## src/rtl/rtc_bus_reader.sv

```systemverilog
// RTC register reader: one multiplexed-AD-bus read cycle (address write phases,
// turnaround, read strobe, recovery) per accepted start.
module rtc_bus_reader #(
  parameter int unsigned PHASE_CYC = 4
) (
  input  logic       clk,
  input  logic       reset,
  input  logic       start,
  input  logic [7:0] Address,
  input  logic [7:0] ad_bus_in,
  output logic [7:0] ad_bus_out,
  output logic       ad_bus_oe,
  output logic       cs_n,
  output logic       rd_n,
  output logic       wr_n,
  output logic       ad_n,
  output logic [7:0] data_out,
  output logic       busy,
  output logic       done
);

  localparam logic [2:0] S_IDLE = 3'd0;
  localparam logic [2:0] S_ADDR = 3'd1;
  localparam logic [2:0] S_WR_A = 3'd2;
  localparam logic [2:0] S_HOLD = 3'd3;
  localparam logic [2:0] S_TURN = 3'd4;
  localparam logic [2:0] S_RD   = 3'd5;
  localparam logic [2:0] S_REC  = 3'd6;
  localparam logic [2:0] S_DONE = 3'd7;

  localparam logic [7:0] LAST = 8'(PHASE_CYC - 1);

  logic [2:0] r_state;
  logic [2:0] w_next;
  logic [7:0] r_cnt;
  logic [7:0] w_cnt_next;
  logic [7:0] r_addr;
  logic [7:0] w_addr_next;
  logic       w_last;
  logic       w_capture;

  assign w_last    = (r_cnt == LAST);
  assign w_capture = (r_state == S_RD) && w_last;

  always_comb begin
    w_next      = r_state;
    w_cnt_next  = r_cnt;
    w_addr_next = r_addr;
    case (r_state)
      S_IDLE: begin
        if (start) begin
          w_next      = S_ADDR;
          w_cnt_next  = '0;
          w_addr_next = Address;
        end
      end
      S_DONE: begin
        w_next     = S_IDLE;
        w_cnt_next = '0;
      end
      default: begin
        // Timed phases are encoded consecutively, so REC advances into DONE.
        if (w_last) begin
          w_next     = r_state + 3'd1;
          w_cnt_next = '0;
        end else begin
          w_cnt_next = r_cnt + 8'd1;
        end
      end
    endcase
  end

  // Bus outputs are decoded from the next state so they register with the state.
  always_ff @(posedge clk or negedge reset) begin
    if (!reset) begin
      r_state    <= S_IDLE;
      r_cnt      <= '0;
      r_addr     <= '0;
      data_out   <= '0;
      cs_n       <= 1'b1;
      rd_n       <= 1'b1;
      wr_n       <= 1'b1;
      ad_n       <= 1'b0;
      ad_bus_oe  <= 1'b0;
      ad_bus_out <= '0;
      busy       <= 1'b0;
      done       <= 1'b0;
    end else begin
      r_state <= w_next;
      r_cnt   <= w_cnt_next;
      r_addr  <= w_addr_next;
      if (w_capture) data_out <= ad_bus_in;
      cs_n       <= 1'b1;
      rd_n       <= 1'b1;
      wr_n       <= 1'b1;
      ad_n       <= 1'b0;
      ad_bus_oe  <= 1'b0;
      ad_bus_out <= '0;
      busy       <= (w_next != S_IDLE);
      done       <= (w_next == S_DONE);
      case (w_next)
        S_ADDR, S_HOLD: begin
          cs_n       <= 1'b0;
          ad_bus_oe  <= 1'b1;
          ad_bus_out <= w_addr_next;
        end
        S_WR_A: begin
          cs_n       <= 1'b0;
          wr_n       <= 1'b0;
          ad_bus_oe  <= 1'b1;
          ad_bus_out <= w_addr_next;
        end
        S_TURN, S_REC: begin
          cs_n <= 1'b0;
          ad_n <= 1'b1;
        end
        S_RD: begin
          cs_n <= 1'b0;
          ad_n <= 1'b1;
          rd_n <= 1'b0;
        end
        default: ;
      endcase
    end
  end

endmodule

```

## config.mk

```make
export PLATFORM = sky130hd
export DESIGN_NAME = rtc_bus_reader
export DESIGN_NICKNAME = d
export VERILOG_FILES = /design/src/rtl/rtc_bus_reader.sv
export SDC_FILE = /design/constraint.sdc
export NUM_CORES = 1
export LEC_CHECK = 0
export ABC_AREA = 0
export BUFFER_PORTS_ARGS = -buffer_cell sky130_fd_sc_hd__buf_4
export CORE_AREA = 10 10 73 69
export CTS_CLUSTER_DIAMETER = 40
export DETAILED_ROUTE_END_ITERATION = 16
export DIE_AREA = 0 0 83 79
export PLACE_DENSITY = 0.75
export SLEW_MARGIN = 20
export SYNTH_ARGS = -nofsm -noshare
export SYNTH_HDL_FRONTEND = slang
export SYNTH_SLANG_ARGS = --single-unit
```

## constraint.sdc

```tcl
create_clock -name clk -period 2.6 [get_ports clk]
set_input_delay 0.26 -clock clk [delete_from_list [all_inputs] [get_ports clk]]
set_output_delay 0.26 -clock clk [all_outputs]
set_load 0.01 [all_outputs]
```

==> out/summary.txt, run 1 <==
Fmax -> 0.4739 GHz
1st-pass router iterations -> 4
Net Count, Synth -> 159
CTS clock-pin slew for the worst setup and hold paths -> 80 ps
post-CTS sizing -> 0
PwrDens -> 762.6 nW/um^2
final HPWL from detailed placement -> 2677 um
Syn Inst Count -> 136
internal power -> 1.184 mW
FP Rows -> 21
Final Power -> 1.710 mW
startpoint types -> flop
via/cell ratio -> 5.087
Peak VDD IR -> 0.4792 mV
cell count after placement -> 222
Post-synth EDFFs -> 0
vias in the first global route -> 1204
Layout Utilization -> 0.6275
Worst path max stage delay -> 510 ps
Die ar. -> 6557 um^2
GRT Resource Usage Total -> 0.1087
Vert. Die Dim -> 79 um
critical path class -> flop to flop
DR vias -> 1175
Max transition margin -> 0.6117
Leak Pwr -> 1.056 nW
H-tree levels -> 2
Clk pwr share -> 0.237
Post-Route WL -> 3560 um
Final Critical Period -> 2110 ps
Hold Buf Count CTS -> 1
post-DR wirelength/cell -> 15.41 um
Final setup viols -> 0
Die Wd -> 83 um
sequential-to-total area share from yosys stat -> 0.5895
Switch Pwr -> 526.0 uW
# diodes -> 0
CTS Buf Count -> 5
Max stage delay cell, worst path -> a221o_2
grt ovf -> 0
Worst Hold Class -> input pin to flop
status -> finished clean
initial core utilization -> 0.5007
critical path arrival -> 2280 ps
ANT nets after route -> 0
final hold vios -> 0
Distinct cells, synth -> 37
Residual DRC -> 0
post-CTS setup buffer count -> 0
largest net degree at the start of global routing -> 43
Worst Path Required -> 2770 ps
Top FF cell, synth -> dfrtp_1
nets -> 207
clock buffer depth -> 2
crit-path cells -> inv_1 > ha_1 > nand2b_1 > nor2_1 > a221o_2 > o21ai_4 > nor2b_2
Synth Warn # -> 0
fin. max-slew vios -> 0
RSZ-0062 raised after global routing -> false
GP Congestion -> 0.8268
Comb pwr share -> 0.300
syn_area_per_cell -> 13.16 um^2
Worst setup EP type -> flop
Skew-Pair Late Insertion Delay -> 300 ps
initial antenna violation count -> 0
CTS tree -> built
Starting DRT DRC Count -> 76
first-pass GRT wire length -> 5775 um
Final period util -> 0.8117
post-synthesis cell area -> 1789 um^2
CTS Root Cell -> clkbuf_8
worst-margin pin slew -> 580.4 ps
CP Max Fanout -> 10
FF+latch count, synth -> 42
core area -> 3573 um^2
skew final -> 7.556 ps
Cell Count, Final, Fillers Out -> 231
Top Ports -> 42
max cap viols -> 0
sequential share of power -> 0.463
Layout area overhead -> 25.31%
Clock Sinks -> 42
TNS Setup -> 0 ps
sw frac -> 0.3076
ys async rst share -> 1.000
Buffers on Ports -> 41
share of layout cells above drive strength 1 -> 0.4541
state kept, by name, summed over array words and instances (netlist names):
name and cells:
ad_bus_oe 1, ad_bus_out 8, ad_n 1, busy 1, cs_n 1, data_out 8
done 1, r_addr 8, r_cnt 8, r_state 3, rd_n 1, wr_n 1
worst max-delay path, delay by kind of cell, from the launching register on:
family	cells	cell delay [ps]
buf+inv	1	100
fa+ha+maj	1	260
simple gates	3	350
compound gates	2	880
flops	1	400
cell usage after synthesis, types with 2 or more instances:
cell type	instances	area (um^2)
nand2b_1	3	18.77
mux2_2	17	191.4
and3_1	4	25.02
o21ai_0	9	45.04
nand3b_1	2	15.01
dfstp_2	3	78.83
dfrtp_1	39	975.9
nor2b_2	8	70.07
nor2_1	8	30.03
ha_1	4	50.05
inv_1	3	11.26
a31oi_1	2	12.51
nand3_1	3	15.01
nand2_1	8	30.03
cell type report:
| cell class | count | area, um^2 |
|---|---|---|
| timing repair buffer | 43 | 325.3 |
| clock inverter | 2 | 13.76 |
| inverter | 4 | 15.01 |
| sequential | 42 | 1055 |
| clock buffer | 6 | 72.57 |
| multi-input combinational | 88 | 703.2 |
| fill | 302 | 1331 |
| tap | 46 | 57.56 |
placed cells by master (no fill, tap or decap), types with 4 or more instances in the layout:
| cell | instances |
|---|---|
| o21ai_0 | 9 |
| ha_1 | 4 |
| dfrtp_1 | 39 |
| and3_1 | 4 |
| nand2_1 | 8 |
| buf_4 | 42 |
| clkbuf_8 | 5 |
| mux2_2 | 17 |
| nor2b_2 | 8 |
| nor2_1 | 8 |
metrics by stage:
step / area, um^2 / setup WS, ps / hold slack (ps)
4_1_cts: 2242 / 485.7 / 191.7
3_5_place_dp: 2146 / 497.3 / 266.3
5_1_grt: 2242 / 335.7 / 184.0
3_3_place_gp: 2146 / 640.3 / 256.1
2_1_floorplan: 1789 / 698.8 / -35.59
6_report: 2242 / 489.6 / 195.4
per-layer routing:
| metal | vias up | global-route usage | wire length (um) |
|---|---|---|---|
| li1 | 573 | - | - |
| met2 | 39 | 0.1829 | 1839 |
| met5 | - | 0 | 0 |
| met4 | 0 | 0.03912 | 33 |
| met1 | 559 | 0.1214 | 1480 |
| met3 | 4 | 0.04592 | 208 |
cells by family after synthesis:
family,synth area share
adders and majority gates,0.02797
buffers and inverters,0.01748
DFF,0.5895
xor gates and xnor gates,0.004896
AOI/OAI and AO/OA,0.09162
and+or+nand+nor,0.1559
muxes,0.1126
path summary, 6_finish.rpt:
| kind | cells after the start | start | to | slack [ps] |
|---|---|---|---|---|
| setup / recovery | 7 | r_state[0] | ad_bus_out[5] | 490 |
| hold / removal | 2 | ad_bus_in[7] | data_out[7] | 200 |
| setup reg to reg | 7 | r_state[0] | ad_bus_out[5] | 490 |
| hold reg to reg | 1 | r_addr[3] | r_addr[3] | 500 |
| max in group asynchronous | 2 | reset | wr_n | 1760 |
| min in group asynchronous | 2 | reset | ad_bus_out[6] | 480 |
power groups by stage:
stage	sequential (mW)	clock, mW	combinational [mW]
after floorplan	0.826	0	0.317
after global placement	0.800	0	0.492
after detailed placement	0.806	0	0.521
after CTS	0.792	0.416	0.523
after global routing	0.803	0.450	0.570
final	0.792	0.404	0.514
Note: power is estimated with default switching activity, not from simulation.
==> run 2: changes to the inputs <==
ABC_AREA = 1   (was 0)
CORE_AREA = 10 10 77 73   (was 10 10 73 69)
DIE_AREA = 0 0 87 83   (was 0 0 83 79)
PLACE_DENSITY = 0.72   (was 0.75)
clock period = 1.7 ns   (was 2.6 ns; I/O delays follow)
==> run 2 against run 1 <==
Effect of this change: clock power rose by 95%; final cell count rose by 28%; sequential power rose by 97%; critical endpoint is now ad_bus_out[7]; die area rose by 10%; combinational power rose to 3.9 times the previous value; non-clock buffer count rose by 4; worst setup slack got worse by 390 ps; synthesized cell count rose by 44%; sequential share of layout area fell by 3.6 points; clock-buffer cell count did not move.
==> out/summary.txt, run 2 <==
top cell type's share of synthesized area -> 0.5238 (-0.02161)
Synth area leader -> dfrtp_1
final HPWL from detailed placement -> 2795 um (+4.4%)
Final period util -> 0.9391 (+0.1275)
Worst setup EP type -> flop
Post-synth EDFFs -> 0 (unchanged)
Top Ports -> 42 (unchanged)
final hold vios -> 0 (unchanged)
Layout area overhead -> 30.22%
initial antenna violation count -> 0 (unchanged)
share of layout cells above drive strength 1 -> 0.3548 (-0.09922)
setup ws final -> 103.5 ps (-386.2 ps)
most frequent cells in the layout -> buf_4, dfrtp_1, inv_1
skew final -> 5.648 ps (-1.908 ps)
critical path arrival -> 1760 ps (-520 ps)
startpoint types -> flop
status -> finished clean
H-tree levels -> 2 (unchanged)
Die ar. -> 7221 um^2 (+10%)
Layout Utilization -> 0.6078 (-0.01961)
flip-flop and latch area -> 1055 um^2 (unchanged)
sequential-to-total area share from yosys stat -> 0.5662 (-0.02336)
GRT Resource Usage Total -> 0.1069 (-0.001765)
CTS Buf Count -> 5 (unchanged)
Die Wd -> 87 um (+4.8%)
syn_area_per_cell -> 9.505 um^2 (-28%)
FP Rows -> 22 (+4.8%)
Peak VDD IR -> 1.075 mV (+120%)
CTS tree -> built
Buffers on Ports -> 41 (unchanged)
ys async rst share -> 1.000 (unchanged)
critical path class -> flop to flop
CP Max Fanout -> 6 (-4)
Residual DRC -> 0 (unchanged)
# diodes -> 0 (unchanged)
Max stage delay cell, worst path -> dfrtp_1
DR vias -> 1420 (+21%)
multi-input logic area -> 676.9 um^2 (-3.7%)
largest net degree at the start of global routing -> 43 (unchanged)
Leak Pwr -> 1.268 nW (+20%)
worst-margin pin slew -> 513.0 ps (-67.36 ps)
synth top area cells -> dfrtp_1, inv_1, nand2_1, o21ai_0, dfstp_2
1st-pass router iterations -> 4 (unchanged)
pre-CTS setup slack -> 82.74 ps (-414.6 ps)
Skew-Pair Late Insertion Delay -> 290 ps (about the same)
Distinct cells, synth -> 28 (-24%)
grt ovf -> 0 (unchanged)
fillers -> 349 (+16%)
Fmax -> 0.6264 GHz (+32%)
clock buffer depth -> 2 (unchanged)
Worst Hold Class -> input pin to flop
ANT nets after route -> 0 (unchanged)
Net Count, Synth -> 219 (+38%)
post-DR wirelength/cell -> 13.31 um (-14%)
nets -> 271 (+31%)
Syn Inst Count -> 196 (+44%)
crit-path cells -> ha_2 > inv_1 > nor2_1 > nand3_1 > nand3_2 > nand2_4 > nor2_4 > nor3_2
Vert. Die Dim -> 83 um (+5.1%)
Max transition margin -> 0.6580 (+0.04634)
core area -> 3991 um^2 (+12%)
Clock Sinks -> 42 (unchanged)
FF+latch count, synth -> 42 (unchanged)
CTS clock-pin slew for the worst setup and hold paths -> 70 ps (about the same)
vias in the first global route -> 1444 (+20%)
CTS Root Cell -> clkbuf_8
via/cell ratio -> 4.797 (-5.7%)
GP Congestion -> 0.8036 (-2.8%)
most common cell after layout, fill and taps aside -> buf_4
Starting DRT DRC Count -> 115 (+51%)
PwrDens -> 1788 nW/um^2 (+130%)
Worst Path Required -> 1860 ps (-910 ps)
most common cell in the netlist -> dfrtp_1
post-synthesis cell area -> 1863 um^2 (+4.1%)
first-pass GRT wire length -> 6437 um (+11%)
max cap viols -> 0 (unchanged)
Post-Route WL -> 3939 um (+11%)
top cells by count, synth -> dfrtp_1, inv_1, nand2_1
Final Critical Period -> 1597 ps (-513.8 ps)
Synth Warn # -> 0 (unchanged)
Worst path max stage delay -> 380 ps (-130 ps)
initial core utilization -> 0.4668 (-0.03393)
fin. max-slew vios -> 0 (unchanged)
Final setup viols -> 0 (unchanged)
Top FF cell, synth -> dfrtp_1
run 2: changes by cell type after synthesis, moves of 8 or more:
cell	delta
nand2_1	+23
mux2_2	-17
inv_1	+30
nor2b_2	-8
o21ai_0	+10
run 2: metrics by stage:
stage | cell area [um^2] | setup TNS (ps) | hold slack, ps | instances | total power [mW]
after global placement | 2230 | 0 | 181.0 | 283 | 3.306
after floorplan | 1863 | 0 | -125.6 | 196 | 2.711
final | 2426 | 0 | 134.4 | 296 | 4.337
after detailed placement | 2230 | 0 | 180.7 | 283 | 3.360
after CTS | 2352 | 0 | 126.9 | 291 | 4.165
after global routing | 2426 | -69.73 | 133.2 | 296 | 4.685
run 2: final timing paths:
path | startpoint | endpoint | slack (ps) | cells past startpoint
worst max-delay path | r_cnt[1] | ad_bus_out[7] | 100 | 8
worst min-delay path | ad_bus_in[1] | data_out[1] | 130 | 3
worst max register to register | r_cnt[1] | ad_bus_out[7] | 100 | 8
worst min register to register | data_out[7] | data_out[7] | 490 | 2
max in group asynchronous | reset | rd_n | 940 | 2
min in group asynchronous | reset | r_cnt[5] | 390 | 2
run 2: cell families (layout without fill, tap and decap cells):
kind of cell | after synthesis | count (layout) | synth area share
xor+xnor | 2 | 2 | 0.009404
simple gates | 74 | 75 | 0.2156
compound gates | 30 | 30 | 0.08798
fa+ha+maj | 4 | 4 | 0.02686
buf+inv | 44 | 95 | 0.09402
flops | 42 | 42 | 0.5662
run 2: repair_timing:
item                                    in CTS  in global routing
hold buffers                                 1                  0
hold endpoints to repair                    39                  0
gates resized for setup                      0                  9
buffers inserted                             0                  4
endpoints found under the setup margin       0                 16
run 2: layout make-up:
cell class              instances  share of cell area
clock buffers                   6             0.03404
clock inverters                 1             0.01238
inverters                      41             0.06343
multi-input cells             111              0.2790
flip-flops and latches         42              0.4348
well taps                      48             0.02475
repair buffers                 47              0.1516
run 2: routing by layer:
layer / global-route usage / vias up / part of all wire / wire length, um
li1: - / 719 / - / -
met1: 0.1454 / 658 / 0.48 / 1898
met2: 0.1471 / 39 / 0.44 / 1751
met3: 0.05469 / 4 / 0.067 / 265
met4: 0.02196 / 0 / 0.0058 / 23
met5: 0 / - / 0 / 0
run 2: power breakdown:
part	switching, mW	internal [mW]	total [mW]	leakage [nW]
logic	1.18	0.818	2.00	0.704
clock network	0.316	0.470	0.786	0.0573
registers	0.169	1.39	1.56	0.507
total	1.66	2.67	4.34	1.27
run 2: critical path: cells and delay by family, from the launching register on:
family	cells	cell delay (ps)
and+or+nand+nor	6	820
buffers and inverters	1	60
DFF	1	380
adders and majority gates	1	230
